==> config.mk <==
export PLATFORM = sky130hd
export DESIGN_NAME = fpr_wb_arbiter
export DESIGN_NICKNAME = d
export VERILOG_FILES = /design/src/rtl/fpr_wb_arbiter_pkg.sv /design/src/rtl/fpr_sb_mask.sv /design/src/rtl/fpr_wb_arbiter.sv
export SDC_FILE = /design/constraint.sdc
export NUM_CORES = 1
export LEC_CHECK = 0
export CORE_MARGIN = 3
export CORE_UTILIZATION = 42
export DETAILED_ROUTE_END_ITERATION = 8
export PLACE_DENSITY = 0.82
export SLEW_MARGIN = 25
export SYNTH_ARGS = -nofsm -noshare
export SYNTH_HDL_FRONTEND = slang
export SYNTH_SLANG_ARGS = --single-unit
==> constraint.sdc <==
create_clock -name clock -period 7.8 [get_ports clock]
set_clock_uncertainty 0.15 [all_clocks]
set_input_delay 1.95 -clock clock [delete_from_list [all_inputs] [get_ports clock]]
set_output_delay 1.95 -clock clock [all_outputs]
set_load 0.1 [all_outputs]
==> src/rtl/fpr_wb_arbiter_pkg.sv <==
// Shared defs for the FPR write-back arbiter: special register IDs, store modes, scoreboard mask.
// Latency: n/a (constants and a pure combinational helper).
// Backpressure: n/a.
package fpr_wb_arbiter_pkg;

  // Scoreboard width: FR0..FR31 plus FPUL in the top bit.
  localparam int SB_W = 33;
  localparam int SB_FPUL_BIT = 32;

  // Special IDs outside the FPR window (id[6:5] != 2'b10).
  localparam logic [6:0] UREG_FPUL = 7'h64;
  localparam logic [6:0] UREG_ZZR  = 7'h3F;

  // Store modes carried with every write; bit 0 set means a register pair.
  typedef enum logic [1:0] {
    ST_FLOAT  = 2'b00,
    ST_DOUBLE = 2'b01,
    ST_RAWFLT = 2'b10,
    ST_RAWDBL = 2'b11
  } stMode_t;

  // A write touches a pair whenever the store mode is one of the double forms.
  function automatic logic stIsPair(input logic [1:0] mode);
    return mode[0];
  endfunction

  // Map a register ID onto scoreboard bits; IDs outside FPR/FPUL map to nothing.
  function automatic logic [SB_W-1:0] fprSbMask(input logic [6:0] id, input logic isPair);
    logic [SB_W-1:0] m;
    m = '0;
    if (id[6:5] == 2'b10) begin
      if (isPair) begin
        m[{1'b0, id[4:1], 1'b0}] = 1'b1;
        m[{1'b0, id[4:1], 1'b1}] = 1'b1;
      end else begin
        m[{1'b0, id[4:0]}] = 1'b1;
      end
    end else if (id == UREG_FPUL) begin
      m[SB_FPUL_BIT] = 1'b1;
    end
    return m;
  endfunction

endpackage

==> src/rtl/fpr_sb_mask.sv <==
// Decodes one register ID (single or pair) into a 33-bit scoreboard mask.
// Latency: combinational.
// Backpressure: none.
module fpr_sb_mask
  import fpr_wb_arbiter_pkg::*;
(
  input  logic [6:0]      id,
  input  logic            isPair,
  output logic [SB_W-1:0] mask
);

  assign mask = fprSbMask(id, isPair);

endmodule

==> src/rtl/fpr_wb_arbiter.sv <==
// Arbitrates FPU and load results onto the single FPR/FPUL write port and tracks pending writes.
// Latency: one cycle from grant to the registered write port; scoreboard bits clear at the commit edge.
// Backpressure: the loser of a conflict waits with valid held; the port itself never stalls. FPR_WB_RR_EN selects round-robin.
module fpr_wb_arbiter
  import fpr_wb_arbiter_pkg::*;
(
  input  logic            clock,
  input  logic            reset,

  input  logic            fpuValid,
  output logic            fpuReady,
  input  logic [6:0]      fpuId,
  input  logic [63:0]     fpuVal,
  input  logic [1:0]      fpuStMode,

  input  logic            ldValid,
  output logic            ldReady,
  input  logic [6:0]      ldId,
  input  logic [63:0]     ldVal,
  input  logic [1:0]      ldStMode,

  input  logic            issueValid,
  input  logic [6:0]      issueIdRs,
  input  logic [6:0]      issueIdRt,
  input  logic [6:0]      issueIdRm,
  input  logic [6:0]      issueIdRn,
  input  logic            issueDbl,
  output logic            issueOk,

  output logic [6:0]      regIdRn,
  output logic [63:0]     regValRn,
  output logic [1:0]      regStMode,

  output logic [SB_W-1:0] sbBusy
);

  logic [SB_W-1:0] maskRs;
  logic [SB_W-1:0] maskRt;
  logic [SB_W-1:0] maskRm;
  logic [SB_W-1:0] maskRn;
  logic [SB_W-1:0] maskWb;
  logic [SB_W-1:0] sbSet;
  logic            wbPair;
  logic            issueFire;
  logic            fpuGrant;
  logic            ldGrant;

  fpr_sb_mask uMaskRs (.id(issueIdRs), .isPair(issueDbl), .mask(maskRs));
  fpr_sb_mask uMaskRt (.id(issueIdRt), .isPair(issueDbl), .mask(maskRt));
  fpr_sb_mask uMaskRm (.id(issueIdRm), .isPair(issueDbl), .mask(maskRm));
  fpr_sb_mask uMaskRn (.id(issueIdRn), .isPair(issueDbl), .mask(maskRn));

  // The write sitting in the output stage retires at the next edge, so its bits clear there.
  assign wbPair = stIsPair(regStMode);
  fpr_sb_mask uMaskWb (.id(regIdRn), .isPair(wbPair), .mask(maskWb));

  // Rn is part of the check so a second writer to a busy register (WAW) also waits.
  assign issueOk   = ~|(sbBusy & (maskRs | maskRt | maskRm | maskRn));
  assign issueFire = issueValid && issueOk;
  assign sbSet     = issueFire ? maskRn : '0;

`ifdef FPR_WB_RR_EN
  // High when the FPU took the most recent grant, so the load wins the next conflict.
  logic rrLastFpu;

  // Grant: sole requester wins; on conflict the side that did not win last goes.
  always_comb begin
    fpuGrant = 1'b0;
    ldGrant  = 1'b0;
    if (!reset) begin
      if (fpuValid && ldValid) begin
        fpuGrant = !rrLastFpu;
        ldGrant  = rrLastFpu;
      end else begin
        fpuGrant = fpuValid;
        ldGrant  = ldValid;
      end
    end
  end

  // Pointer follows every grant; reset leaves it favouring the FPU.
  always_ff @(posedge clock or posedge reset) begin
    if (reset) begin
      rrLastFpu <= 1'b0;
    end else if (fpuGrant || ldGrant) begin
      rrLastFpu <= fpuGrant;
    end
  end
`else
  // Grant: fixed priority, the FPU always beats the load unit.
  always_comb begin
    fpuGrant = !reset && fpuValid;
    ldGrant  = !reset && ldValid && !fpuValid;
  end
`endif

  assign fpuReady = fpuGrant;
  assign ldReady  = ldGrant;

  // Output stage: hold the granted write for one port cycle, otherwise park on ZZR.
  always_ff @(posedge clock or posedge reset) begin
    if (reset) begin
      regIdRn   <= UREG_ZZR;
      regValRn  <= '0;
      regStMode <= ST_FLOAT;
    end else if (fpuGrant) begin
      regIdRn   <= fpuId;
      regValRn  <= fpuVal;
      regStMode <= fpuStMode;
    end else if (ldGrant) begin
      regIdRn   <= ldId;
      regValRn  <= ldVal;
      regStMode <= ldStMode;
    end else begin
      regIdRn   <= UREG_ZZR;
      regValRn  <= '0;
      regStMode <= ST_FLOAT;
    end
  end

  // Scoreboard: retire the committing write, then set the new destination (set wins).
  always_ff @(posedge clock or posedge reset) begin
    if (reset) begin
      sbBusy <= '0;
    end else begin
      sbBusy <= (sbBusy & ~maskWb) | sbSet;
    end
  end

endmodule

# Word-level counts from Yosys, hierarchy flattened
# Index checks and enable logic that the tools add are counted.
[word_totals] reg_bits=106 inputBits=180 out_inout_bits=109 elab_cells=136
[classes] order_cmp=30 n_eq_ne=10 muxes=57 n_bitwise=12 reduce_logical=23
[op_table] cell="32-bit two-way mux" n=10
[op_table] cell="31-bit by 32-bit OR with 32-bit output" n=5
[op_table] cell="33-bit OR" n=4
[op_table] cell="64-bit two-way mux" n=2
[op_table] cell="5-bit by 7-bit < comparator with 1-bit output, second input constant" n=15
[op_table] cell="5-bit by 1-bit greater-or-equal comparator with 1-bit output, second input constant" n=15
[op_table] cell="33-bit AND" n=2
[op_table] cell="1-bit demux with 4-bit select" n=10
[op_table] cell="7-bit equality test, second input constant" n=5
[op_table] cell="33-bit two-way mux" n=1
[op_table] cell="33-bit inverter" n=1
[op_table] cell="33-bit OR reduction" n=1
[op_table] cell="1-bit demux with 5-bit select" n=5
[op_table] cell="1-bit two-way mux" n=25
[op_table] cell="1-bit logical AND" n=19
[op_table] cell="7-bit two-way mux" n=2
[op_table] cell="2-bit equality test, second input constant" n=5
[op_table] cell="2-bit two-way mux" n=2
[op_table] cell="1-bit logical NOT" n=3

# Longest topological paths before layout
# Gate-level depths: netlist of run 1.
[logic_depth] word_depth=16 ltp_mapped=11 mapped_depth_nobuf=7

# Cells and area by module
# From an unflattened synthesis of run 1, not the netlist that was laid out.
[hier_totals] cells_unflattened=626 hier_area_um2=5983.2
[modules_own_cells] module="fpr_wb_arbiter" n_inst=1 cells_each=347 area_per_inst_um2=4279.1 seq_area_each_um2=2660.1
[modules_own_cells] module="fpr_sb_mask (uMaskRm ...)" n_inst=3 cells_each=57 area_per_inst_um2=351.6 seq_area_each_um2=0.0
[modules_own_cells] module="fpr_sb_mask (uMaskRs)" n_inst=1 cells_each=54 area_per_inst_um2=325.3 seq_area_each_um2=0.0
[modules_own_cells] module="fpr_sb_mask (uMaskWb)" n_inst=1 cells_each=54 area_per_inst_um2=324.1 seq_area_each_um2=0.0

# Least setup slack after synthesis of run 1
# OpenSTA, ideal clock, no wires.
[synth_path] path_kind="input to output" from="input issueIdRs[4]" to="output issueOk" arrival_time_ps=6570 required_time_ps=5700 path_slack_ps=-870 cell_stages=10 n_path_buf=3 path_cell_list="buf_4 -> or2_2 -> clkbuf_1 -> nor3_1 -> o41ai_1 -> nand4_1 -> nor4_1 -> nand4_1 -> buf_2 -> nor4_1"
[synth_via] elab_chain_len=13 elab_cells_between_ends=27 classes_between="6 x order compare; 1 x eq/ne; 10 x mux; 5 x bitwise; 5 x reduce/logical"
[synth_lines] element="start, declared" line_no="fpr_wb_arbiter.sv:23" source="input logic [6:0] issueIdRs,"
[synth_lines] element="5-bit by 7-bit < comparator with 1-bit output (implied by the code) (tied with other cells)" line_no="fpr_wb_arbiter_pkg.sv:33" source="m[{1'b0, id[4:1], 1'b0}] = 1'b1;"
[synth_lines] element="1-bit logical AND, on equally long branches" line_no="fpr_wb_arbiter_pkg.sv:33, fpr_wb_arbiter_pkg.sv:34"
[synth_lines] element="1-bit two-way mux, on equally long branches" line_no="fpr_wb_arbiter_pkg.sv:33, fpr_wb_arbiter_pkg.sv:34"
[synth_lines] element="1-bit demux with 4-bit select"
[synth_lines] element="31-bit by 32-bit OR with 32-bit output (no source line)"
[synth_lines] element="32-bit two-way mux" line_no="fpr_wb_arbiter_pkg.sv:32" source="if (isPair) begin"
[synth_lines] element="32-bit two-way mux" line_no="fpr_wb_arbiter_pkg.sv:31" source="if (id[6:5] == 2'b10) begin"
[synth_lines] element="33-bit OR * (3 in series)" line_no="fpr_wb_arbiter.sv:58" source="assign issueOk = ~|(sbBusy & (maskRs | maskRt | maskRm | maskRn));"
[synth_lines] element="33-bit AND *" line_no="fpr_wb_arbiter.sv:58"
[synth_lines] element="33-bit OR reduction *" line_no="fpr_wb_arbiter.sv:58"
[synth_lines] element="1-bit logical NOT *" line_no="fpr_wb_arbiter.sv:58"
[synth_lines] element="end, declared" line_no="fpr_wb_arbiter.sv:28" source="output logic issueOk,"
# Every way passes the cells marked *; elsewhere a longest branch is shown, timed or not.

# Worst setup path after layout of run 1
[layout_path] from="input issueDbl" to="output issueOk"
[layout_via] elab_chain_len=8 elab_cells_between_ends=14 classes_between="8 x mux; 4 x bitwise; 2 x reduce/logical"
[layout_lines] element="start, declared" line_no="fpr_wb_arbiter.sv:27" source="input logic issueDbl,"
[layout_lines] element="32-bit two-way mux" line_no="fpr_wb_arbiter_pkg.sv:32"
[layout_lines] element="32-bit two-way mux" line_no="fpr_wb_arbiter_pkg.sv:31"
[layout_lines] element="33-bit OR (2 in series)" line_no="fpr_wb_arbiter.sv:58"
[layout_lines] element="33-bit OR *" line_no="fpr_wb_arbiter.sv:58"
[layout_lines] element="33-bit AND *" line_no="fpr_wb_arbiter.sv:58"
[layout_lines] element="33-bit OR reduction *" line_no="fpr_wb_arbiter.sv:58"
[layout_lines] element="1-bit logical NOT *" line_no="fpr_wb_arbiter.sv:58"
# Marks and branches as above.

==> Implementation_results.wiki, run 1 <==
{| class="wikitable"
! Metric !! Value
|-
| Via Count || 6,682
|-
| Die area || 16,100 µm²
|-
| Maximum capacitance violations || 0
|-
| Final-layout fill cell count || 1,079
|-
| Clk sink count || 106
|-
| Placement-stage cell area || 9080 µm²
|-
| Flop and latch count out of synthesis || 106
|-
| Placed wire-length estimate || 22.2 mm
|-
| Slew at the pin with the worst max-slew slack || 1110 ps
|-
| Die height || 127 µm
|-
| Number of warnings issued by yosys || 0
|-
| Top achievable clock speed || 132 MHz
|-
| # Post-CTS Setup Buffers || 0
|-
| Chip Width || 127 µm
|-
| Number of enable-type register cells in the synthesized netlist || 0
|-
| Area leader, netlist || dfrtp_1
|-
| GP Congestion || 1.07
|-
| Ys async rst share || 1.00
|-
| Worst supply voltage drop on vdd || 0.0984 mV
|-
| Flip-flop and latch area || 2660 µm²
|-
| Post-synthesis average cell area || 10.1 µm²
|-
| Share of the cycle needed by the critical path after routing || 0.975
|-
| Via density || 6.31
|-
| Min Tclk post-route || 7600 ps
|-
| Initial antenna violation count || 0
|-
| Maximum fanout along the worst path || 13
|-
| Maximum root-to-sink buffer count || 2
|-
| Remaining antenna violation count || 0
|-
| Hold violation count in the final report || 0
|-
| Total routed wirelength || 27.9 mm
|-
| Post-synthesis instance area || 6150 µm²
|-
| Final design area excluding fillers || 9390 µm²
|-
| Slew HR || 0.258
|-
| Area delta synth->final || 52.8%
|-
| Pin count of the biggest net entering global routing || 68
|-
| Fraction of post-synthesis cell area in the top cell type by area || 0.407
|-
| Leakage || 3.45 nW
|-
| Post-Synthesis Net Count || 791
|-
| Synth top area cells || dfrtp_1, a22o_1, nor3_1, o31ai_2, o21ai_0
|-
| Initial Util || 0.436
|-
| Worst setup path category || in2out
|-
| TritonRoute pass-1 iters || 8
|-
| Setup repair after global routing missed its margin || no
|-
| Reg-to-reg slack, setup || 4930 ps
|-
| Clock insertion delay at the later pin of the skew report || 340 ps
|-
| PostCTS Resize Cnt || 0
|-
| Placement Rows || 43
|-
| Result of the run || completed
|-
| Wire length per cell || 26.4 µm
|-
| Maximum level of the CTS H-tree || 3
|-
| Pins Over Slew Limit || 0
|-
| Worst Hold Class || reg2reg
|-
| Final setup viols || 0
|-
| Share of layout cells above drive strength 1 || 0.125
|-
| Most common cell after layout, fill and taps aside || clkdlybuf4s50_1
|-
| Area of the multi-input gates || 3110 µm²
|-
| Hold bufs inserted after CTS || 0
|-
| First-pass GRT wire length || 41.8 mm
|-
| Port buffer count || 288
|-
| Data required time at the worst endpoint || 5700 ps
|-
| Clk slew on worst S/H paths || 70 ps
|-
| Number of buffers inserted during clock tree synthesis || 9
|-
| Synth unique cells || 65
|-
| Vias in the first global route || 6,834
|-
| CTS tree || yes
|-
| Number of cells produced by synthesis || 611
|-
| Final setup TNS || 0 ps
|-
| Antenna Cells || 0
|-
| Gr ovfl total || 0
|-
| Kind of end point of the critical path || output port
|-
| Total DRC errors in the routed layout || 0
|-
| Kind of start point of the critical path || input pin
|-
| Core ar. || 14,100 µm²
|-
| Most frequent cells in the layout || clkdlybuf4s50_1, dfrtp_1, nor3_1
|-
| Number of nets at the end of the flow || 1,054
|-
| Arrival time of the worst setup path || 5500 ps
|-
| Global-route usage over all layers || 0.341
|-
| Prevailing post-synth register cell || dfrtp_1
|-
| Master cell of the clock root buffer || clkbuf_16
|-
| Total power per unit cell area || 182 nW/µm²
|-
| Part of the Yosys area used for sequential elements || 0.433
|-
| 1st-iter DRT viols || 692
|-
| Count of pins on the block boundary || 289
|}
[power by group]
part           internal (mW)  total [mW]  switching, mW
sequential             0.583       0.609         0.0270
combinational          0.195       0.634          0.439
clock                  0.268       0.469          0.201
[synthesized netlist by cell type (3+ instances only)]
library cell	n
nor3_1	84
inv_1	3
o41ai_1	18
nand4bb_1	6
o31ai_2	27
and2b_1	3
or2_2	4
clkbuf_1	21
nand4_1	12
nand4b_1	4
o32ai_1	5
nor2_1	25
nand2b_1	15
nor4_1	12
nand3b_1	3
clkbuf_2	3
o31ai_1	8
nand3_1	30
dfrtp_1	100
buf_4	6
o21ai_0	39
buf_6	4
or4b_2	5
nand2_1	16
buf_12	3
nor2_2	4
o22a_1	6
mux2i_1	5
o22ai_1	3
or3_1	3
dfstp_2	6
buf_2	20
o31ai_4	3
a22o_1	67
[worst max-delay path, stage by stage]
cell	delay (ps)
clkdlybuf4s50_1	750
nor2_2	400
or2_1	350
nor3_2	120
o41ai_2	330
nand4_1	180
or4_2	750
nor4_2	320
buf_4	170
buf_12	160
[final timing paths]
path                                     start                     end  depth (start not counted)
max                                   issueDbl                 issueOk                         10
min                        sbBusy[7]$_DFF_PP0_     sbBusy[7]$_DFF_PP0_                          2
max reg2reg                sbBusy[6]$_DFF_PP0_    sbBusy[29]$_DFF_PP0_                          8
min reg2reg                sbBusy[7]$_DFF_PP0_     sbBusy[7]$_DFF_PP0_                          2
max in group asynchronous                reset  regValRn[16]$_DFF_PP0_                          4
min in group asynchronous                reset  regValRn[20]$_DFF_PP0_                          3
[sequential cells by signal, indices dropped and copies added, names as in the netlist]
register   flops
regIdRn        7
regStMode      2
regValRn      64
sbBusy        33
[metrics by stage]
stage	hold WS (ps)	util	cells	setup WS, ps	total power, mW
floorplan	630	-	611	320	1.03
global placement	404	0.645	1043	306	1.24
detailed placement	423	0.644	1043	271	1.25
CTS	443	0.666	1059	230	1.72
global route	460	0.666	1059	24.5	1.77
finish	435	0.666	1059	198	1.71
[area by class of cell]
cell class                 count  area share
clock buffer                  11      0.0269
clock inverter                 5     0.00639
inverter                       5     0.00240
multi-input combinational    440       0.331
sequential                   106       0.283
tap                          180      0.0240
timing repair buffer         312       0.326
[per-layer routing]
layer / GRT usage / share of wire
met5: 0 / 0
met4: 0.156 / 0.052
met3: 0.0761 / 0.087
met2: 0.592 / 0.51
met1: 0.403 / 0.35
[kinds of logic (layout without fill, tap and decap cells)]
logic type | Yosys count | count (layout) | synth area share
AO/OA/AOI/OAI | 195 | 195 | 0.275
buffers and inverters | 65 | 333 | 0.0627
flip-flops | 106 | 106 | 0.433
multiplexers | 5 | 5 | 0.00814
AND/OR/NAND/NOR | 240 | 240 | 0.221
Note: power is estimated with default switching activity, not from simulation.
==> inputs of run 2 (changes only) <==
- CORE_MARGIN: 3 -> 10
==> Implementation_results.wiki, run 2 (synthesis results as in run 1) <==
{| class="wikitable"
! Metric !! Value
|-
| # Post-CTS Setup Buffers || 0
|-
| Maximum fanout along the worst path || 15
|-
| Chip Width || 141 µm
|-
| GP Congestion || 0.993
|-
| First-pass GRT wire length || 42.8 mm
|-
| Die area || 19,900 µm²
|-
| Master cell of the clock root buffer || clkbuf_16
|-
| Vias in the first global route || 6,654
|-
| Total routed wirelength || 29.3 mm
|-
| Core ar. || 14,400 µm²
|-
| Placement-stage cell area || 9050 µm²
|-
| Hold bufs inserted after CTS || 0
|-
| Final Instance Count excl. Fillers || 1,057
|-
| 1st-iter DRT viols || 488
|-
| Maximum level of the CTS H-tree || 3
|-
| Maximum capacitance violations || 0
|-
| Setup repair after global routing missed its margin || no
|-
| Slew HR || 0.262
|-
| Clock insertion delay at the later pin of the skew report || 340 ps
|-
| Pins Over Slew Limit || 0
|-
| Result of the run || completed
|-
| Number of buffers inserted during clock tree synthesis || 9
|-
| Antenna Cells || 0
|-
| Core occupancy in the finished layout || 0.647
|-
| Total DRC errors in the routed layout || 0
|-
| Largest reg by FF count || regValRn
|-
| Worst setup path category || in2out
|-
| Remaining antenna violation count || 0
|-
| Placement Rows || 44
|-
| Global-route usage over all layers || 0.284
|-
| Gr ovfl total || 0
|-
| Flip-flop count of the largest register after layout || 64
|-
| Startpoint of the worst setup timing path || issueDbl
|-
| Most common cell after layout, fill and taps aside || clkdlybuf4s50_1
|-
| Clk sink count || 106
|-
| Worst Hold Class || reg2reg
|-
| Hold violation count in the final report || 0
|-
| Placed wire-length estimate || 24.0 mm
|-
| Maximum root-to-sink buffer count || 2
|-
| Share of the cycle needed by the critical path after routing || 0.942
|-
| TritonRoute pass-1 iters || 5
|-
| Final setup TNS || 0 ps
|-
| Number of nets at the end of the flow || 1,049
|-
| Data required time at the worst endpoint || 5700 ps
|-
| Count of pins on the block boundary || 289
|-
| Worst supply voltage drop on vdd || 0.107 mV
|-
| Startpoint of the worst hold path || sbBusy[0]$_DFF_PP0_
|-
| Number of cells in the design after placement || 1,042
|-
| Total power per unit cell area || 179 nW/µm²
|-
| Top achievable clock speed || 136 MHz
|-
| Most frequent cells in the layout || clkdlybuf4s50_1, dfrtp_1, nor3_1
|-
| Wire length per cell || 27.7 µm
|-
| Initial Util || 0.426
|-
| Pin count of the biggest net entering global routing || 73
|-
| Min Tclk post-route || 7350 ps
|-
| Final setup viols || 0
|-
| Kind of start point of the critical path || input pin
|-
| Leakage || 3.41 nW
|-
| Port buffer count || 288
|-
| Final-layout fill cell count || 1,222
|-
| Via density || 6.12
|-
| Share of layout cells above drive strength 1 || 0.119
|-
| Biggest regs || regValRn: 64 flops, sbBusy: 33 flops, regIdRn: 7 flops
|-
| Slew at the pin with the worst max-slew slack || 1100 ps
|-
| Clk slew on worst S/H paths || 70 ps
|-
| Arrival time of the worst setup path || 5250 ps
|-
| PostCTS Resize Cnt || 0
|-
| Critical register-to-register path startpoint || sbBusy[14]$_DFF_PP0_
|-
| Final design area excluding fillers || 9330 µm²
|-
| Kind of end point of the critical path || output port
|-
| Die height || 141 µm
|-
| Via Count || 6,471
|-
| Area delta synth->final || 51.7%
|-
| Initial antenna violation count || 0
|-
| CTS tree || yes
|}
run 2: cell count changes in the layout (fill, tap and decap cells not counted), sizes merged:
cell | before | now
bufinv | 1 | 0
clkbuf | 11 | 10
buf | 28 | 23
clkinv | 2 | 3
run 2: path summary, 6_finish.rpt:
kind                                           to  slack [ps]  depth (start not counted)
setup / recovery                          issueOk         450                          9
hold / removal                sbBusy[0]$_DFF_PP0_         430                          2
setup reg to reg             sbBusy[22]$_DFF_PP0_        4810                          8
hold reg to reg               sbBusy[0]$_DFF_PP0_         430                          2
max in group asynchronous    sbBusy[20]$_DFF_PP0_        4150                          3
min in group asynchronous  regValRn[59]$_DFF_PP0_        1970                          2
run 2: per-stage QoR:
stage	setup slack (ps)	power [mW]	hold WS (ps)
3_3_place_gp	443	1.24	402
5_1_grt	354	1.72	470
4_1_cts	472	1.68	440
6_report	454	1.67	433
2_1_floorplan	320	1.03	630
3_5_place_dp	521	1.25	415
run 2: layer usage:
| layer | share of wire | GRT usage | up-vias | wire length [µm] |
|---|---|---|---|---|
| li1 | - | - | 2911 | - |
| met1 | 0.36 | 0.308 | 3127 | 10400 |
| met2 | 0.50 | 0.482 | 366 | 14600 |
| met3 | 0.10 | 0.107 | 67 | 3010 |
| met4 | 0.043 | 0.127 | 0 | 1270 |
| met5 | 0 | 0 | - | 0 |
run 2: power by group:
part           internal, mW  leakage, nW  total (mW)  switching, mW
Sequential            0.582         1.25       0.609         0.0270
Combinational         0.192         2.03       0.630          0.438
Clock                 0.225        0.135       0.430          0.205
Total                  1.00         3.41        1.67          0.670
run 2: area by class of cell:
class                           count  area, µm²  share of cell area
Multi-Input combinational cell    440       3110               0.333
Sequential cell                   106       2660               0.285
Inverter                            5       22.5             0.00242
Clock buffer                       10        239              0.0256
Clock inverter                      5       38.8             0.00416
Tap cell                          184        230              0.0247
Timing Repair Buffer              307       3030               0.324
run 2: critical path, cell delays in order:
cell,delay [ps]
clkdlybuf4s50_1,520
buf_4,230
and2b_2,420
nor3_1,100
o41ai_1,430
nand4_1,170
or4_2,760
nor4_2,420
buf_12,230
==> inputs of run 3 (changes only) <==
- GPL_TIMING_DRIVEN: not set -> 0
- SLEW_MARGIN: 25 -> not set
==> Implementation_results.wiki, run 3 (synthesis results as in run 1) <==
{| class="wikitable"
! Metric !! Value
|-
| Result of the run || completed
|-
| Gr ovfl total || 0
|-
| Top achievable clock speed || 133 MHz
|-
| Startpoint of the worst hold path || sbBusy[17]$_DFF_PP0_
|-
| Count of pins on the block boundary || 289
|-
| Placed wire-length estimate || 23.6 mm
|-
| Master cell of the clock root buffer || clkbuf_16
|-
| Core ar. || 14,400 µm²
|-
| Placement-stage cell area || 9300 µm²
|-
| Number of nets at the end of the flow || 1,093
|-
| Via Count || 6,766
|-
| Number of cells in the design after placement || 1,083
|-
| Chip Width || 141 µm
|-
| Setup repair after global routing missed its margin || no
|-
| Share of layout cells above drive strength 1 || 0.137
|-
| Port buffer count || 285
|-
| Wire length per cell || 26.1 µm
|-
| Kind of start point of the critical path || input pin
|-
| Logic gate share of total power || 0.381
|-
| Maximum fanout along the worst path || 10
|-
| Arrival time of the worst setup path || 5450 ps
|-
| Placement Rows || 44
|-
| Pins Over Slew Limit || 0
|-
| Met2 track demand over resource || 0.496
|-
| Slew HR || 0.275
|-
| Share of total power in sequential cells || 0.351
|-
| TritonRoute pass-1 iters || 7
|-
| Critical register-to-register path startpoint || sbBusy[11]$_DFF_PP0_
|-
| Kind of end point of the critical path || output port
|-
| Global-route usage over all layers || 0.277
|-
| Biggest regs || regValRn: 64 flops, sbBusy: 33 flops, regIdRn: 7 flops
|-
| Antenna Cells || 0
|-
| Met1 Track Usage GR || 0.296
|-
| Worst setup path category || in2out
|-
| Initial antenna violation count || 0
|-
| Part of the total power dissipated in the clock network || 0.267
|-
| Worst supply voltage drop on vdd || 0.133 mV
|-
| Setup slack after placement || -830 ps
|-
| First-pass GRT wire length || 42.6 mm
|-
| Data required time at the worst endpoint || 5700 ps
|-
| Maximum capacitance violations || 0
|-
| Switching component of the power || 678 µW
|-
| Maximum level of the CTS H-tree || 3
|-
| Total routed wirelength || 28.8 mm
|-
| Initial Util || 0.426
|-
| Min Tclk post-route || 7550 ps
|-
| Startpoint of the worst setup timing path || issueDbl
|-
| Via density || 6.14
|-
| Clk sink count || 106
|-
| Number of buffers inserted during clock tree synthesis || 9
|-
| Final setup viols || 0
|-
| Leakage || 3.55 nW
|-
| Hold violation count in the final report || 0
|-
| Area delta synth->final || 56.7%
|-
| PnR worst setup slack || 253 ps
|-
| Final setup TNS || 0 ps
|-
| Slew at the pin with the worst max-slew slack || 1080 ps
|-
| Worst Hold Class || reg2reg
|-
| GP Congestion || 1.01
|-
| GR Layer Usage met3 || 0.0904
|-
| Cell-internal power || 1.06 mW
|-
| Die area || 19,900 µm²
|-
| CTS tree || yes
|-
| Power after layout || 1.73 mW
|-
| Flip-flop count of the largest register after layout || 64
|-
| Clk slew on worst S/H paths || 70 ps
|-
| Final design area excluding fillers || 9630 µm²
|-
| Share of the cycle needed by the critical path after routing || 0.968
|-
| Final Instance Count excl. Fillers || 1,102
|-
| 1st-iter DRT viols || 734
|-
| Sw frac || 0.391
|-
| Clock insertion delay at the later pin of the skew report || 340 ps
|-
| Maximum root-to-sink buffer count || 2
|-
| Die height || 141 µm
|-
| Total DRC errors in the routed layout || 0
|-
| Hold bufs inserted after CTS || 0
|-
| Most common cell after layout, fill and taps aside || clkdlybuf4s50_1
|-
| Remaining antenna violation count || 0
|-
| Busiest layer in global routing || met2
|-
| Total power per unit cell area || 180 nW/µm²
|-
| Pin count of the biggest net entering global routing || 32
|-
| Vias in the first global route || 6,821
|-
| Largest reg by FF count || regValRn
|-
| Most frequent cells in the layout || clkdlybuf4s50_1, dfrtp_1, nor3_1
|}
## run 3: changes by cell type in the layout (fill, tap and decap cells not counted), sizes merged
cell    before  now
clkbuf      10   34
buf         23   43
bufinv       0    1
## run 3: power groups by stage
stage          clock [mW]  combinational [mW]  sequential, mW
2_1_floorplan           0               0.187           0.845
3_3_place_gp            0               0.645           0.617
3_5_place_dp            0               0.653           0.618
4_1_cts             0.467               0.655           0.607
5_1_grt             0.483               0.684           0.611
6_report            0.463               0.661           0.609
## run 3: what timing repair did
action                                  4_1_cts  5_1_grt
setup buffers                                 0        3
gates resized for setup                       7        1
endpoints found under the setup margin        1        1
pin swaps                                     0        1
## run 3: final timing paths
check / endpoint / slack (ps) / cells after the start
setup / recovery: issueOk / 250 / 10
hold / removal: sbBusy[17]$_DFF_PP0_ / 430 / 2
setup reg to reg: sbBusy[3]$_DFF_PP0_ / 5030 / 9
hold reg to reg: sbBusy[17]$_DFF_PP0_ / 430 / 2
max in group asynchronous: regValRn[45]$_DFF_PP0_ / 4670 / 5
min in group asynchronous: regValRn[13]$_DFF_PP0_ / 1880 / 2
## run 3: critical path, cell delays in order
cell and delay (ps):
clkdlybuf4s50_1 510, buf_6 200, o21ai_0 650, nor3_1 180
o41ai_2 320, nand4_1 140, or4_1 630, buf_6 200
nor4_2 300, buf_4 340
## run 3: routing by layer
metal | vias up | part of all wire
li1 | 3003 | -
met3 | 80 | 0.11
met4 | 0 | 0.038
met1 | 3229 | 0.34
met5 | - | 0
met2 | 454 | 0.51
## run 3: per-stage QoR
stage / utilization / hold WS, ps
floorplan: - / 630
global placement: 0.641 / 401
detailed placement: 0.645 / 413
CTS: 0.666 / 431
global route: 0.668 / 466
finish: 0.668 / 430
## run 3: area by class of cell
type                       instances  area, µm²
fill                            1178       4790
clock inverter                     6       65.1
tap                              184        230
multi-input combinational        440       3120
timing repair buffer             291       2930
sequential                       106       2660
buffer                            60        367
clock buffer                      10        239
inverter                           5       22.5
